File: src/rtl/score_level_tracker.sv
// score_level_tracker: saturating BCD score, level progression, high score and
// the RUN/PAUSED/ADJUST/OVER game state machine for the obstacle game.
//
// Ports:
//   clk        system clock
//   rst        asynchronous active-low reset
//   tick       one-cycle pulse, one obstacle cleared
//   pause_btn  one-cycle pulse, toggle pause
//   adj        level-adjust mode request (level-sensitive)
//   lvl_sel    requested start level, binary
//   game_over  one-cycle pulse, collision
//   start      one-cycle pulse, new game after game over
//   score_bcd  score, packed BCD, digit 0 in LSBs
//   level_bin  current level, binary
//   level_bcd  current level as two BCD digits (decoded from level register)
//   hi_bcd     high score, packed BCD
//   paused     high in PAUSED or ADJUST
//   over       high in OVER
//   level_up   one-cycle pulse on level advance
//   new_high   high in OVER when the last game beat the high score
module score_level_tracker #(
  parameter int unsigned SCORE_DIGITS  = 4,
  parameter int unsigned MAX_LEVEL     = 15,
  parameter int unsigned PTS_PER_LEVEL = 10,
  // Derived width of binary level fields; leave at default.
  parameter int unsigned LW            = $clog2(MAX_LEVEL + 1)
) (
  input  logic                      clk,
  input  logic                      rst,
  input  logic                      tick,
  input  logic                      pause_btn,
  input  logic                      adj,
  input  logic [LW-1:0]             lvl_sel,
  input  logic                      game_over,
  input  logic                      start,
  output logic [4*SCORE_DIGITS-1:0] score_bcd,
  output logic [LW-1:0]             level_bin,
  output logic [7:0]                level_bcd,
  output logic [4*SCORE_DIGITS-1:0] hi_bcd,
  output logic                      paused,
  output logic                      over,
  output logic                      level_up,
  output logic                      new_high
);

  localparam int unsigned SW = 4 * SCORE_DIGITS;
  localparam int unsigned PW = (PTS_PER_LEVEL > 1) ? $clog2(PTS_PER_LEVEL) : 1;

  localparam logic [LW-1:0] LVL_MAX  = LW'(MAX_LEVEL);
  localparam logic [LW-1:0] LVL_ONE  = LW'(1);
  localparam logic [PW-1:0] PTS_LAST = PW'(PTS_PER_LEVEL - 1);

  typedef enum logic [1:0] {
    RUN    = 2'd0,
    PAUSED = 2'd1,
    ADJUST = 2'd2,
    OVER   = 2'd3
  } state_t;

  state_t        state, state_n;
  logic [SW-1:0] score, score_n;
  logic [SW-1:0] hi, hi_n;
  logic [LW-1:0] level, level_n;
  logic [PW-1:0] pts, pts_n;
  logic          paused_n, over_n, level_up_n, new_high_n;

  logic [SW-1:0] score_inc;
  logic [PW-1:0] pts_inc;
  logic          pts_wrap;
  logic [7:0]    lvl8;

  // Decimal increment with ripple carry; all-nines saturates instead of wrapping.
  function automatic logic [SW-1:0] bcd_inc(input logic [SW-1:0] v);
    logic [SW-1:0] r;
    logic          carry;
    r     = v;
    carry = 1'b1;
    for (int i = 0; i < int'(SCORE_DIGITS); i++) begin
      if (carry) begin
        if (v[4*i +: 4] == 4'd9) begin
          r[4*i +: 4] = 4'd0;
        end else begin
          r[4*i +: 4] = v[4*i +: 4] + 4'd1;
          carry       = 1'b0;
        end
      end
    end
    if (carry) r = v;
    return r;
  endfunction

  // Clamp a requested level into 1..MAX_LEVEL.
  function automatic logic [LW-1:0] lvl_clamp(input logic [LW-1:0] v);
    logic [LW-1:0] r;
    if (v == '0)          r = LVL_ONE;
    else if (v > LVL_MAX) r = LVL_MAX;
    else                  r = v;
    return r;
  endfunction

  // Tick arithmetic shared by the RUN branch.
  always_comb begin
    score_inc = bcd_inc(score);
    pts_wrap  = (pts == PTS_LAST);
    pts_inc   = pts_wrap ? '0 : pts + PW'(1);
  end

  // Next-state and next-output logic.
  always_comb begin
    state_n    = state;
    score_n    = score;
    hi_n       = hi;
    level_n    = level;
    pts_n      = pts;
    new_high_n = new_high;
    level_up_n = 1'b0;

    case (state)
      RUN: begin
        if (game_over) begin
          state_n = OVER;
          if (score > hi) begin
            hi_n       = score;
            new_high_n = 1'b1;
          end
        end else begin
          if (tick) begin
            score_n = score_inc;
            pts_n   = pts_inc;
            if (pts_wrap && (level < LVL_MAX)) begin
              level_n    = level + LW'(1);
              level_up_n = 1'b1;
            end
          end
          if (pause_btn) state_n = PAUSED;
        end
      end

      PAUSED: begin
        if (game_over) begin
          state_n = OVER;
          if (score > hi) begin
            hi_n       = score;
            new_high_n = 1'b1;
          end
        end else if (adj) begin
          state_n = ADJUST;
        end else if (pause_btn) begin
          state_n = RUN;
        end
      end

      ADJUST: begin
        // Load only while adj is still high, so the falling-edge sample is dropped.
        if (adj) begin
          level_n = lvl_clamp(lvl_sel);
          score_n = '0;
          pts_n   = '0;
        end else begin
          state_n = PAUSED;
        end
      end

      OVER: begin
        if (start) begin
          score_n    = '0;
          level_n    = LVL_ONE;
          pts_n      = '0;
          new_high_n = 1'b0;
          state_n    = PAUSED;
        end
      end

      default: state_n = RUN;
    endcase

    paused_n = (state_n == PAUSED) || (state_n == ADJUST);
    over_n   = (state_n == OVER);
  end

  // State and output registers.
  always_ff @(posedge clk or negedge rst) begin
    if (!rst) begin
      state    <= RUN;
      score    <= '0;
      hi       <= '0;
      level    <= LVL_ONE;
      pts      <= '0;
      paused   <= 1'b0;
      over     <= 1'b0;
      level_up <= 1'b0;
      new_high <= 1'b0;
    end else begin
      state    <= state_n;
      score    <= score_n;
      hi       <= hi_n;
      level    <= level_n;
      pts      <= pts_n;
      paused   <= paused_n;
      over     <= over_n;
      level_up <= level_up_n;
      new_high <= new_high_n;
    end
  end

  assign score_bcd = score;
  assign hi_bcd    = hi;
  assign level_bin = level;

  // Two-digit decimal view of the level register for the display mux.
  always_comb begin
    lvl8      = 8'(level);
    level_bcd = {4'(lvl8 / 8'd10), 4'(lvl8 % 8'd10)};
  end

endmodule

File: config.mk
export PLATFORM = sky130hd
export DESIGN_NAME = score_level_tracker
export DESIGN_NICKNAME = d
export VERILOG_FILES = /design/src/rtl/score_level_tracker.sv
export SDC_FILE = /design/constraint.sdc
export NUM_CORES = 1
export LEC_CHECK = 0
export ABC_AREA = 1
export ABC_CLOCK_PERIOD_IN_PS = 1900
export CORE_ASPECT_RATIO = 0.5
export CORE_MARGIN = 4
export CORE_UTILIZATION = 35
export CTS_CLUSTER_DIAMETER = 60
export DETAILED_ROUTE_END_ITERATION = 10
export GPL_ROUTABILITY_DRIVEN = 0
export RECOVER_POWER = 100
export SYNTH_ARGS = -nofsm -noshare
export SYNTH_HDL_FRONTEND = slang
export SYNTH_SLANG_ARGS = --single-unit
export TNS_END_PERCENT = 5
File: constraint.sdc
create_clock -name clk -period 1.9 [get_ports clk]
set_input_delay 0.19 -clock clk [delete_from_list [all_inputs] [get_ports clk]]
set_output_delay 0.19 -clock clk [all_outputs]
set_load 0.01 [all_outputs]
Word-level counts from Yosys, hierarchy flattened --
Index checks and enable logic that the tools add are counted.
Storage, ports and cells: bits in registers 46, word-level logic and storage cells 110, output and inout port bits 48, input bits 11
Cells by class: $add $sub $neg 6, reductions and logical operators 15, multiplexer cells 50, $lt $le $gt $ge 3, divide/modulo/power cells 2, equal/unequal tests 22
Operator list (count):
- 2-to-1 mux 16 bit | 5
- 2-to-1 mux 4 bit | 19
- case mux 16 bit (3 select lines) | 1
- adder 4 x 1 -> 4 bit, second input constant | 6
- case mux 4 bit (3 select lines) | 2
- AND reduction 7 bit | 3
- equality test 4 bit, second input constant | 5
- != test 2 bit, second input constant | 9
- greater-than comparator 16 bit | 1
- 2-to-1 mux 1 bit | 14
- 2-to-1 mux 2 bit | 7
- AND reduction 6 bit | 2
- divider 4 x 4 -> 8 bit, second input constant | 1
- equality test 2 bit, second input constant | 4
- modulo 4 x 4 -> 8 bit, second input constant | 1
- case mux 2 bit (4 select lines) | 1
- AND reduction 5 bit | 1
- equality test 2 x 1 -> 1 bit, second input constant | 2
- greater-than comparator 4 bit, second input constant | 1
- logical NOT 4 bit | 1
- < comparator 4 bit, second input constant | 1
- != test 2 x 1 -> 1 bit, second input constant | 2
- AND reduction 4 bit | 1
- AND reduction 3 bit | 1
- 7 further kinds | 7

Logic depth before layout (Yosys ltp) --
Gate-level depths: netlist of run 1.
depth in word-level cells 9, gate-level depth with buffers 16, gate-level depth less buffers 16

Worst setup path before layout of run 1 --
Ideal clock, no wire load.
path kind register to register, start point register score[11] (netlist: score_bcd[11]), end point register hi[0] (netlist: hi_bcd[0]), clock period less this slack 1.771 ns, stages on the path, launching flop included 8, path buffers 1, data required time 1.770 ns, setup slack 0.129 ns, setup time 0.130 ns, arrival time 1.641 ns, cells stage by stage dfrtp_1 > ha_1 > nand4_1 > nor3_1 > nand3_1 > nand3_1 > clkbuf_1 > o21ai_0
Between the ends: longest elaborated chain between the ends 2
Ends and longest elaborated chain:
- start: declaration | RTL line 61 | logic [SW-1:0] score, score_n;
- start signal: assignment | RTL line 195 | score <= score_n;
- greater-than comparator 16 bit | RTL line 122, 142
- AND reduction 3 bit (no line)
- end signal: assignment | RTL line 196 | hi <= hi_n;
- end: declaration | RTL line 62 | logic [SW-1:0] hi, hi_n;
Every way passes these cells. A chain may end at the register's enable or synchronous reset.

Worst setup path in the final report of run 1 --
start point register score[5] (netlist: score_bcd[5]), end point register hi[6] (netlist: hi_bcd[6])
Same word-level chain as after synthesis.

==> reports/qor.yml, run 1 <==
outcome:
  status: "finished, final reports clean"
logic_synthesis:
  synthFlopType: "dfrtp_1"
  async_flop_share: 1.000
  synth_area_per_cell_um2: 8.124
  synthCells: 355
  ys_seq_area_frac: 0.3996
  ys_types: 41
  synth_area_leaders: "dfrtp_1 39%, ha_1 13%, nand2_1 9.6%"
  synth_largest_area_cell: "dfrtp_1"
  muxShareOfSynthArea: 0.003471
  synthAdderAreaFrac: 0.1345
  synth_compound_area_frac: 0.1328
  synth_enable_flop_cells: 0
  ys_seq_elements: 46
  synth_top_family_by_area: "simple AND/OR/NAND/NOR gates"
  yosysTopAreaCellShare: 0.3905
  netlist_area_um2: 2884
  synth-simple-area-share: 0.2269
  synth_warnings: 0
  synthXorXnorAreaFrac: 0.006074
clocking:
  clock_path_buffers: 2
  htree_levels: 2
  clkSlewWorstSetupHoldPaths_ns: 0.06
  cts.sinks: 46
  numCtsBuffers: 5
  cts-root-buf: "clkbuf_16"
  clk_latency_ns: 0.29
  post-cts-setup-buffers: 0
  cts_tree: "done"
layout:
  num-fill-cells: 794
  layout.cells.non_filler: 551
  area_growth_pct: 36.70
  finish.utilization: 0.4928
  multi_input_area_um2: 1505
  drive_above_1_share: 0.1663
  regArea_um2: 1157
  diodes: 0
  nNetsFinal: 481
timing:
  slew-limit-headroom: 0.2273
  finalCritPeriodShare: 0.9391
  fmax_mhz: 560.4
  post-route-min-period_ns: 1.784
  setup_viol: 0
  rsz0062_at_grt: "yes"
  skew_ns: 0.006435
  worst_pin_slew_ns: 1.159
  hold_viol: 0
  drv_slew: 0
global_route:
  antenna_found_initial: 0
  grtUsageTotal: 0.1508
  grt_pass1_wl_um: 11960
  grt_max_degree: 20
  grt_pass1_vias: 2451
  grt_overflow_total: 0
detailed_routing:
  vias: 2530
  via_per_inst: 4.592
  ant_nets: 0
  drt-initial-drc-count: 111
  drc: 0
  first_pass_iters: 4
  wl_um: 7019
  wl_per_cell_um: 12.74
die:
  die_y_um: 72.19
  core_area_um2: 8000
  initial_core_util: 0.3605
  io_pins: 59
  dieArea_um2: 9844
  core.rowCount: 23
  die-width_um: 136.4
setup_path:
  worstPathRequired_ns: 2.07
  crit_arrival_ns: 1.95
  r2r-start: "score_bcd[5]$_DFFE_PN0P_"
  cp-startpoint: "score_bcd[5]$_DFFE_PN0P_"
  criticalPathCategory: "reg2reg"
  cp-end-kind: "flop"
  crit_fanout: 8
  cp-start-kind: "flop"
flow_run:
  max-cap-violations: 0
placement:
  io_buffers: 55
  hpwl_um: 5480
  placed_cells: 542
power:
  leakage_nw: 1.908
  power.density_nw_per_um2: 1663
  vdd_drop_max_uv: 641.7
worst_hold_path:
  hold_start: "new_high$_DFFE_PN0P_"
  min_path_type: "reg2reg"
-- sequential cells by signal, summed over array words and instances, names as in the netlist --
signal	cells
hi_bcd	16
level_bin	4
level_up	1
new_high	1
over	1
paused	1
pts	4
score_bcd	16
state	2
-- timing repair --
item / 4_1_cts / 5_1_grt
hold endpoints to repair: 16 / 0
gates resized for setup: 6 / 21
hold buffers: 1 / 0
endpoints found under the setup margin: 5 / 34
pin swaps: 0 / 3
gates cloned: 0 / 1
-- worst paths after layout --
path	endpoint	slack [ns]	cells after the start
worst max-delay path	hi_bcd[6]$_DFFE_PN0P_	0.12	11
worst min-delay path	new_high$_DFFE_PN0P_	0.47	2
worst max register to register	hi_bcd[6]$_DFFE_PN0P_	0.12	11
worst min register to register	new_high$_DFFE_PN0P_	0.47	2
min in group asynchronous	hi_bcd[10]$_DFFE_PN0P_	0.65	2
max in group asynchronous	score_bcd[4]$_DFFE_PN0P_	0.27	3
-- per-stage QoR --
step / setup WS, ns / cell area (um2) / total power, mW / TNS [ns] / hold slack, ns
2_1_floorplan: 0.1286 / 2892 / 3.967 / 0 / -0.1056
3_3_place_gp: 0.05558 / 3721 / 5.547 / 0 / 0.1867
3_5_place_dp: 0.009954 / 3721 / 5.592 / 0 / 0.1850
4_1_cts: 0.01754 / 3906 / 6.620 / 0 / 0.4180
5_1_grt: -0.04809 / 3943 / 7.215 / -0.5460 / 0.4939
6_report: 0.1156 / 3943 / 6.557 / 0 / 0.4692
-- layout make-up --
| cell class | count | share of cell area |
|---|---|---|
| Clock buffer | 6 | 0.03523 |
| Clock inverter | 1 | 0.007617 |
| Inverter | 57 | 0.05490 |
| Multi-Input combinational cell | 245 | 0.3818 |
| Sequential cell | 46 | 0.2936 |
| Tap cell | 112 | 0.03554 |
| Timing Repair Buffer | 84 | 0.1914 |
-- kinds of logic after synthesis --
family                   count (synthesis)
AND/OR/NAND/NOR                        142
XOR/XNOR                                 2
flip-flops                              46
adder cells (fa/ha/maj)                 31
other                                    1
multiplexers                             1
AO/OA/AOI/OAI                           66
buffers and inverters                   66
-- metal layers --
layer | track usage | share of wire | vias to the layer above
met5 | 0 | 0 | -
met4 | 0.02682 | 0.0076 | 0
met3 | 0.03670 | 0.043 | 6
met2 | 0.2307 | 0.43 | 39
met1 | 0.2203 | 0.52 | 1170
li1 | - | - | 1315
-- power by group --
group          switching [mW]  internal, mW
Combinational            2.20          1.68
Clock                   0.369         0.650
Sequential              0.291          1.36
-- cells in the mapped netlist (2+ instances only) --
cell and instances:
nand2_1 74, inv_1 52, dfrtp_1 45, ha_1 31, o21ai_0 30, nor2_1 25, a21oi_1 14, nand3_1 11
nor3_1 9, nand4_1 6, o21ai_1 5, a31oi_1 4, buf_4 4, inv_2 4, o21ai_2 4, nand2_4 3
nor2_2 3, or2_2 3, buf_2 2, nand2_2 2, nand3_2 2, o22ai_1 2, xor2_1 2
-- worst max-delay path: stages, from the launching register on --
cell and delay (ns):
dfrtp_1 0.42, ha_1 0.32, nand2_1 0.07, nor2_2 0.14, nand2_1 0.07, nand2_1 0.06, nand2_1 0.05, nand2_1 0.09
nand3_2 0.12, buf_4 0.20, nand2_1 0.06, o21ai_0 0.07
-- layout by cell type, fill, tap and decap left out, types with 2 or more instances in the layout --
| cell | synthesis | final |
|---|---|---|
| o21ai_1 | 5 | 7 |
| clkdlybuf4s50_1 | 0 | 26 |
| dlygate4sd3_1 | 0 | 25 |
| inv_2 | 4 | 4 |
| o21ai_0 | 30 | 28 |
| dfrtp_1 | 45 | 41 |
| buf_4 | 4 | 24 |
| or2_2 | 3 | 3 |
| ha_1 | 31 | 30 |
| nor2_4 | 0 | 2 |
| nor3_1 | 9 | 8 |
| a21oi_1 | 14 | 14 |
| o21ai_2 | 4 | 4 |
| nand4_1 | 6 | 6 |
| o22ai_1 | 2 | 2 |
| nand2_2 | 2 | 2 |
| conb_1 | 1 | 3 |
| nand3_2 | 2 | 3 |
| inv_1 | 52 | 52 |
| nand2_4 | 3 | 3 |
| clkbuf_16 | 0 | 5 |
| dlygate4sd2_1 | 0 | 2 |
| buf_2 | 2 | 2 |
| buf_6 | 1 | 2 |
| clkbuf_2 | 0 | 2 |
| nand3_1 | 11 | 10 |
| nor2_2 | 3 | 2 |
| a31oi_1 | 4 | 3 |
| nor2_1 | 25 | 24 |
| dfrtp_2 | 0 | 4 |
| nand2_1 | 74 | 74 |
| xor2_1 | 2 | 2 |
(Power assumes the default switching activity.)
==> run 2: changes to the inputs <==
- CORE_MARGIN: 4 -> 2
==> run 2 against run 1 <==
Effect of this change:
- flip-flop and latch count unchanged
- clock power decreased by 11%
- global-route usage increased by 0.64 points
- largest power group unchanged
- clock skew decreased by 0.0020 ns
- largest cell class unchanged
- combinational power increased by 13%
- count of clock-buffer cells in the layout increased by 1
==> reports/qor.yml, run 2 (synthesized netlist as in run 1, its figures left out) <==
setup_path:
  regToRegEndpoint: "hi_bcd[4]$_DFFE_PN0P_"  # was hi_bcd[6]$_DFFE_PN0P_
  r2r-start: "score_bcd[9]$_DFFE_PN0P_"  # was score_bcd[5]$_DFFE_PN0P_
  crit_fanout: 8  # unchanged
  cpPeakStageDelay_ns: 0.45  # was 0.42 ns
  criticalPathCategory: "reg2reg"  # unchanged
  worstPathRequired_ns: 2.08  # was 2.07 ns
  crit_top_cell: "nand2_1"  # unchanged
  rr_worst_depth: 9  # was 11
  cpMaxStageDelayCell: "dfrtp_2"  # was dfrtp_1
  crit_arrival_ns: 2.00  # was 1.95 ns
  path_cells: "ha_4 -> nand4_1 -> nor3_2 -> nand2_1 -> nand2_2 -> nand3_4 -> clkbuf_16 -> nand2_1 -> o21ai_1"  # was ha_1 -> nand2_1 -> nor2_2 -> nand2_1 -> nand2_1 -> nand2_1 -> nand2_1 -> nand3_2 -> buf_4 -> nand2_1 -> o21ai_0
  r2r_slack_ns: 0.08  # was 0.12 ns
  cp-start-kind: "flop"  # unchanged
  cp-end-kind: "flop"  # unchanged
detailed_routing:
  via_per_inst: 4.578  # was 4.592
  wl_um: 7082  # was 7019 um
  first_pass_iters: 4  # unchanged
  wl_per_cell_um: 12.60  # was 12.74 um
  vias: 2573  # was 2530
  drc: 0  # unchanged
  drt-initial-drc-count: 108  # was 111
  ant_nets: 0  # unchanged
die:
  core_area_um2: 8000  # unchanged
  io_pins: 59  # unchanged
  initial_core_util: 0.3605  # unchanged
  die_y_um: 68.19  # was 72.19 um
  die-width_um: 132.4  # was 136.4 um
  core.rowCount: 23  # unchanged
  dieArea_um2: 9026  # was 9844 um2
layout:
  nNetsFinal: 491  # was 481
  mostFrequentLayoutCell: "nand2_1"  # unchanged
  area_growth_pct: 41.52  # was 36.70%
  diodes: 0  # unchanged
  finish.utilization: 0.5102  # was 0.4928
  layout_common_cells: "66 x nand2_1, 51 x inv_1, 43 x dfrtp_1"  # was 74 x nand2_1, 52 x inv_1, 41 x dfrtp_1
  drive_above_1_share: 0.2089  # was 0.1663
clocking:
  numCtsBuffers: 5  # unchanged
  clock_path_buffers: 2  # unchanged
  clkSlewWorstSetupHoldPaths_ns: 0.07  # was 0.06 ns
  clk_latency_ns: 0.29  # about the same
  cts.sinks: 46  # unchanged
  htree_levels: 2  # unchanged
  cts-root-buf: "clkbuf_16"  # unchanged
  cts_tree: "done"  # unchanged
worst_hold_path:
  hold_path_depth: 2  # unchanged
  whs_endpoint: "new_high$_DFFE_PN0P_"  # unchanged
  min_path_type: "reg2reg"  # unchanged
  hold_start: "new_high$_DFFE_PN0P_"  # unchanged
placement:
  hpwl_um: 5204  # was 5480 um
  io_buffers: 55  # unchanged
global_route:
  grt_overflow_total: 0  # unchanged
  grt_pass1_vias: 2315  # was 2451
  grt_pass1_wl_um: 11130  # was 11960 um
  antenna_found_initial: 0  # unchanged
  grt_max_degree: 19  # was 20
  grtUsageTotal: 0.1572  # was 0.1508
timing:
  hold_viol: 0  # unchanged
  drv_slew: 0  # unchanged
  worst_pin_slew_ns: 1.056  # was 1.159 ns
  slew-limit-headroom: 0.2959  # was 0.2273
  setup_viol: 0  # unchanged
  rsz0062_at_grt: "yes"  # unchanged
  post-route-min-period_ns: 1.816  # was 1.784 ns
  hold_slack_ns: 0.4875  # was 0.4692 ns
  finalCritPeriodShare: 0.9557  # was 0.9391
  fmax_mhz: 550.7  # was 560.4 MHz
  skew_ns: 0.004445  # was 0.006435 ns
power:
  power.density_nw_per_um2: 1705  # was 1663 nW/um2
  total_power_mw: 6.959  # was 6.557 mW
  vdd_drop_max_uv: 638.5  # was 641.7 uV
  leakage_nw: 1.963  # was 1.908 nW
flow_run:
  max-cap-violations: 0  # unchanged
outcome:
  status: "finished, final reports clean"  # unchanged
## run 2: repair_timing
item	in CTS	in global routing
endpoints found under the hold margin	16	0
pin swaps	0	6
buffers inserted	0	7
resized for setup	5	54
cloned	0	3
setup endpoints to repair	4	35
hold buffers	1	0
## run 2: critical path: cells and delay by family (launching register included)
family / cells / cell delay [ns]
AO/OA/AOI/OAI: 1 / 0.05
adder cells (fa/ha/maj): 1 / 0.28
buffers and inverters: 1 / 0.21
flip-flops: 1 / 0.45
AND/OR/NAND/NOR: 6 / 0.71
## run 2: worst max-delay path by stage
stage	from	end	slack (ns)	cells after the start
4_1_cts	level_bin[0]$_DFFE_PN1P_	level_bcd[1]	0.01	7
6_report	score_bcd[9]$_DFFE_PN0P_	hi_bcd[4]$_DFFE_PN0P_	0.08	9
3_3_place_gp	score_bcd[9]$_DFFE_PN0P_	hi_bcd[1]$_DFFE_PN0P_	0.08	9
5_1_grt	score_bcd[9]$_DFFE_PN0P_	hi_bcd[5]$_DFFE_PN0P_	-0.05	9
2_1_floorplan	score_bcd[11]$_DFFE_PN0P_	hi_bcd[0]$_DFFE_PN0P_	0.13	7
3_5_place_dp	score_bcd[9]$_DFFE_PN0P_	hi_bcd[1]$_DFFE_PN0P_	0.04	9
## run 2: area by class of cell
class,count,area [um2]
Clock buffer,7,142.6
Clock inverter,1,5.005
Multi-Input combinational cell,245,1564
Timing Repair Buffer,94,858.3
Sequential cell,46,1155
Tap cell,112,140.1
Fill cell,791,3919
Inverter,57,216.5
## run 2: power breakdown
group	leakage, nW	switching (mW)	internal [mW]
Clock	0.0739	0.384	0.523
Sequential	0.599	0.299	1.35
Combinational	1.29	2.39	2.01
Total	1.96	3.07	3.89
## run 2: metal layers
metal / track usage / vias to the layer above / share of wire
li1: - / 1342 / -
met1: 0.2186 / 1185 / 0.52
met2: 0.2429 / 41 / 0.42
met3: 0.03926 / 5 / 0.043
met4: 0.04973 / 0 / 0.0082
met5: 0 / - / 0
## run 2: through the flow
step	area, um2	setup WS [ns]	setup TNS (ns)	instances
5_1_grt	4081	-0.05255	-0.6908	562
3_5_place_dp	3729	0.04379	0	543
4_1_cts	3887	0.01014	0	552
6_report	4081	0.08415	0	562
2_1_floorplan	2892	0.1286	0	357
3_3_place_gp	3729	0.07552	0	543
==> run 3: changes to the inputs <==
- CORE_MARGIN: 2 -> unset
==> run 3 against run 2 <==
Effect of this change:
- first-iteration DRC count is 18% higher
- fmax barely moved
- worst setup slack worse by 0.00099 ns
- hold slack lost 0.014 ns
- sequential power about the same
- sequential share of layout area increased by 1.3 points
- largest power group unchanged
- largest cell class unchanged
- non-clock buffer count is 15 lower
- final area is 4.5% lower
- critical path depth grew 2
==> reports/qor.yml, run 3 (synthesized netlist as in run 1, its figures left out) <==
power:
  swShare: 0.4480  # was 0.4417
  power.density_nw_per_um2: 1621  # was 1705 nW/um2
  p_int_mw: 3.488  # was 3.885 mW
  switchingPower_mw: 2.831  # was 3.073 mW
  seq_power_share: 0.259  # was 0.238
  vdd_drop_max_uv: 713.3  # was 638.5 uV
  combPwrFrac: 0.600  # was 0.632
  leakage_nw: 1.915  # was 1.963 nW
  clkPwrFrac: 0.141  # was 0.130
outcome:
  status: "finished, final reports clean"  # unchanged
die:
  core_area_um2: 7652  # was 8000 um2
  io_pins: 59  # unchanged
  core.rowCount: 22  # was 23
  initial_core_util: 0.3769  # was 0.3605
  die_y_um: 66.19  # was 68.19 um
  die-width_um: 130.4  # was 132.4 um
  dieArea_um2: 8629  # was 9026 um2
layout:
  mostFrequentLayoutCell: "nand2_1"  # unchanged
  area_growth_pct: 35.14  # was 41.52%
  num-fill-cells: 740  # was 791
  layout_common_cells: "74 x nand2_1, 52 x inv_1, 44 x dfrtp_1"  # was 66 x nand2_1, 51 x inv_1, 43 x dfrtp_1
  finish.utilization: 0.5093  # was 0.5102
  nNetsFinal: 476  # was 491
  regArea_um2: 1154  # was 1155 um2
  layout.cells.non_filler: 543  # was 562
  diodes: 0  # unchanged
  multi_input_area_um2: 1513  # was 1564 um2
  drive_above_1_share: 0.1471  # was 0.2089
clocking:
  cts-root-buf: "clkbuf_16"  # unchanged
  htree_levels: 2  # unchanged
  cts.sinks: 46  # unchanged
  clkSlewWorstSetupHoldPaths_ns: 0.07  # about the same
  clk_latency_ns: 0.29  # about the same
  clock_path_buffers: 2  # unchanged
  numCtsBuffers: 5  # unchanged
  cts_tree: "done"  # unchanged
timing:
  rsz0062_at_grt: "no"  # was yes
  skew_ns: 0.008062  # was 0.004445 ns
  setup_tns_ns: 0  # unchanged
  drv_slew: 0  # unchanged
  setup_viol: 0  # unchanged
  finalCritPeriodShare: 0.9562  # was 0.9557
  worst_pin_slew_ns: 1.263  # was 1.056 ns
  hold_slack_ns: 0.4737  # was 0.4875 ns
  post-route-min-period_ns: 1.817  # was 1.816 ns
  slew-limit-headroom: 0.1578  # was 0.2959
  hold_viol: 0  # unchanged
  fmax_mhz: 550.4  # was 550.7 MHz
placement:
  placed_cells: 533  # was 543
  hpwl_um: 5118  # was 5204 um
  io_buffers: 55  # unchanged
global_route:
  grt_overflow_total: 0  # unchanged
  grt_pass1_vias: 2456  # was 2315
  grt_max_degree: 27  # was 19
  grt_pass1_wl_um: 11290  # was 11130 um
  grtUsageTotal: 0.1689  # was 0.1572
  antenna_found_initial: 0  # unchanged
setup_path:
  cp-end-kind: "flop"  # unchanged
  crit_family: "simple AND/OR/NAND/NOR gates"  # unchanged
  cpMaxStageDelayCell: "dfrtp_1"  # was dfrtp_2
  path_cells: "ha_1 -> nand2_1 -> nor2_1 -> nand2_1 -> nor2_4 -> nand3_2 -> nand2_4 -> inv_2 -> o21ai_4 -> nand2_1 -> o21ai_1"  # was ha_4 -> nand4_1 -> nor3_2 -> nand2_1 -> nand2_2 -> nand3_4 -> clkbuf_16 -> nand2_1 -> o21ai_1
  worstPathRequired_ns: 2.12  # was 2.08 ns
  crit_arrival_ns: 2.03  # was 2.00 ns
  cp_num_buf_inv: 1  # unchanged
  cpPeakStageDelay_ns: 0.45  # about the same
  criticalPathCategory: "reg2reg"  # unchanged
  crit_fanout: 8  # unchanged
  cp-start-kind: "flop"  # unchanged
  crit_top_cell: "nand2_1"  # unchanged
detailed_routing:
  vias: 2545  # was 2573
  wl_um: 6546  # was 7082 um
  ant_nets: 0  # unchanged
  drc: 0  # unchanged
  drt-initial-drc-count: 127  # was 108
  wl_per_cell_um: 12.06  # was 12.60 um
  via_per_inst: 4.687  # was 4.578
  first_pass_iters: 4  # unchanged
flow_run:
  max-cap-violations: 0  # unchanged
worst_hold_path:
  min_path_type: "reg2reg"  # unchanged
run 3: worst paths after layout:
path,cells past startpoint,slack (ns),start,end
max,11,0.08,score_bcd[4]$_DFFE_PN0P_,score_bcd[14]$_DFFE_PN0P_
min,2,0.47,new_high$_DFFE_PN0P_,new_high$_DFFE_PN0P_
max reg2reg,11,0.08,score_bcd[4]$_DFFE_PN0P_,score_bcd[14]$_DFFE_PN0P_
min reg2reg,2,0.47,new_high$_DFFE_PN0P_,new_high$_DFFE_PN0P_
max in group asynchronous,2,0.35,rst,score_bcd[1]$_DFFE_PN0P_
min in group asynchronous,2,0.71,rst,level_bin[1]$_DFFE_PN0P_
run 3: power groups by stage:
stage          clock network, mW  logic (mW)  registers [mW]
2_1_floorplan                  0        2.15            1.82
3_3_place_gp                   0        3.76            1.66
3_5_place_dp                   0        3.82            1.67
4_1_cts                    0.911        3.82            1.65
5_1_grt                    0.967        4.34            1.69
6_report                   0.892        3.79            1.64
run 3: metal layers:
layer | vias up | wire [um] | GRT usage
met2 | 52 | 2854 | 0.2686
met5 | - | 0 | 0
li1 | 1304 | - | -
met4 | 0 | 59 | 0.03736
met1 | 1182 | 3379 | 0.2356
met3 | 7 | 252 | 0.03560
run 3: through the flow:
stage / instance area (um2) / worst slack, ns / power [mW]
after floorplan: 2892 / 0.1286 / 3.967
after global placement: 3691 / 0.05817 / 5.421
after detailed placement: 3691 / 0.04266 / 5.488
after CTS: 3851 / 0.01352 / 6.384
after global routing: 3897 / 0.001338 / 7.003
final: 3897 / 0.08316 / 6.318
run 3: timing repair:
| item | 4_1_cts | 5_1_grt |
|---|---|---|
| setup buffers | 0 | 1 |
| endpoints found under the setup margin | 4 | 35 |
| endpoints found under the hold margin | 19 | 0 |
| gates cloned | 0 | 0 |
| hold buffers | 1 | 0 |
| gates resized for setup | 6 | 18 |
run 3: area by class of cell:
class / count / area share
Inverter: 57 / 0.05554
Multi-Input combinational cell: 245 / 0.3881
Timing Repair Buffer: 79 / 0.1878
Tap cell: 108 / 0.03467
Clock buffer: 7 / 0.03660
Clock inverter: 1 / 0.001284
Sequential cell: 46 / 0.2960
run 3: worst register-to-register path: stages, from the launching register on:
cell and delay [ns]:
dfrtp_1 0.45, ha_1 0.18, nand2_1 0.05, nor2_1 0.22, nand2_1 0.14, nor2_4 0.15
nand3_2 0.10, nand2_4 0.13, inv_2 0.08, o21ai_4 0.11, nand2_1 0.07, o21ai_1 0.08
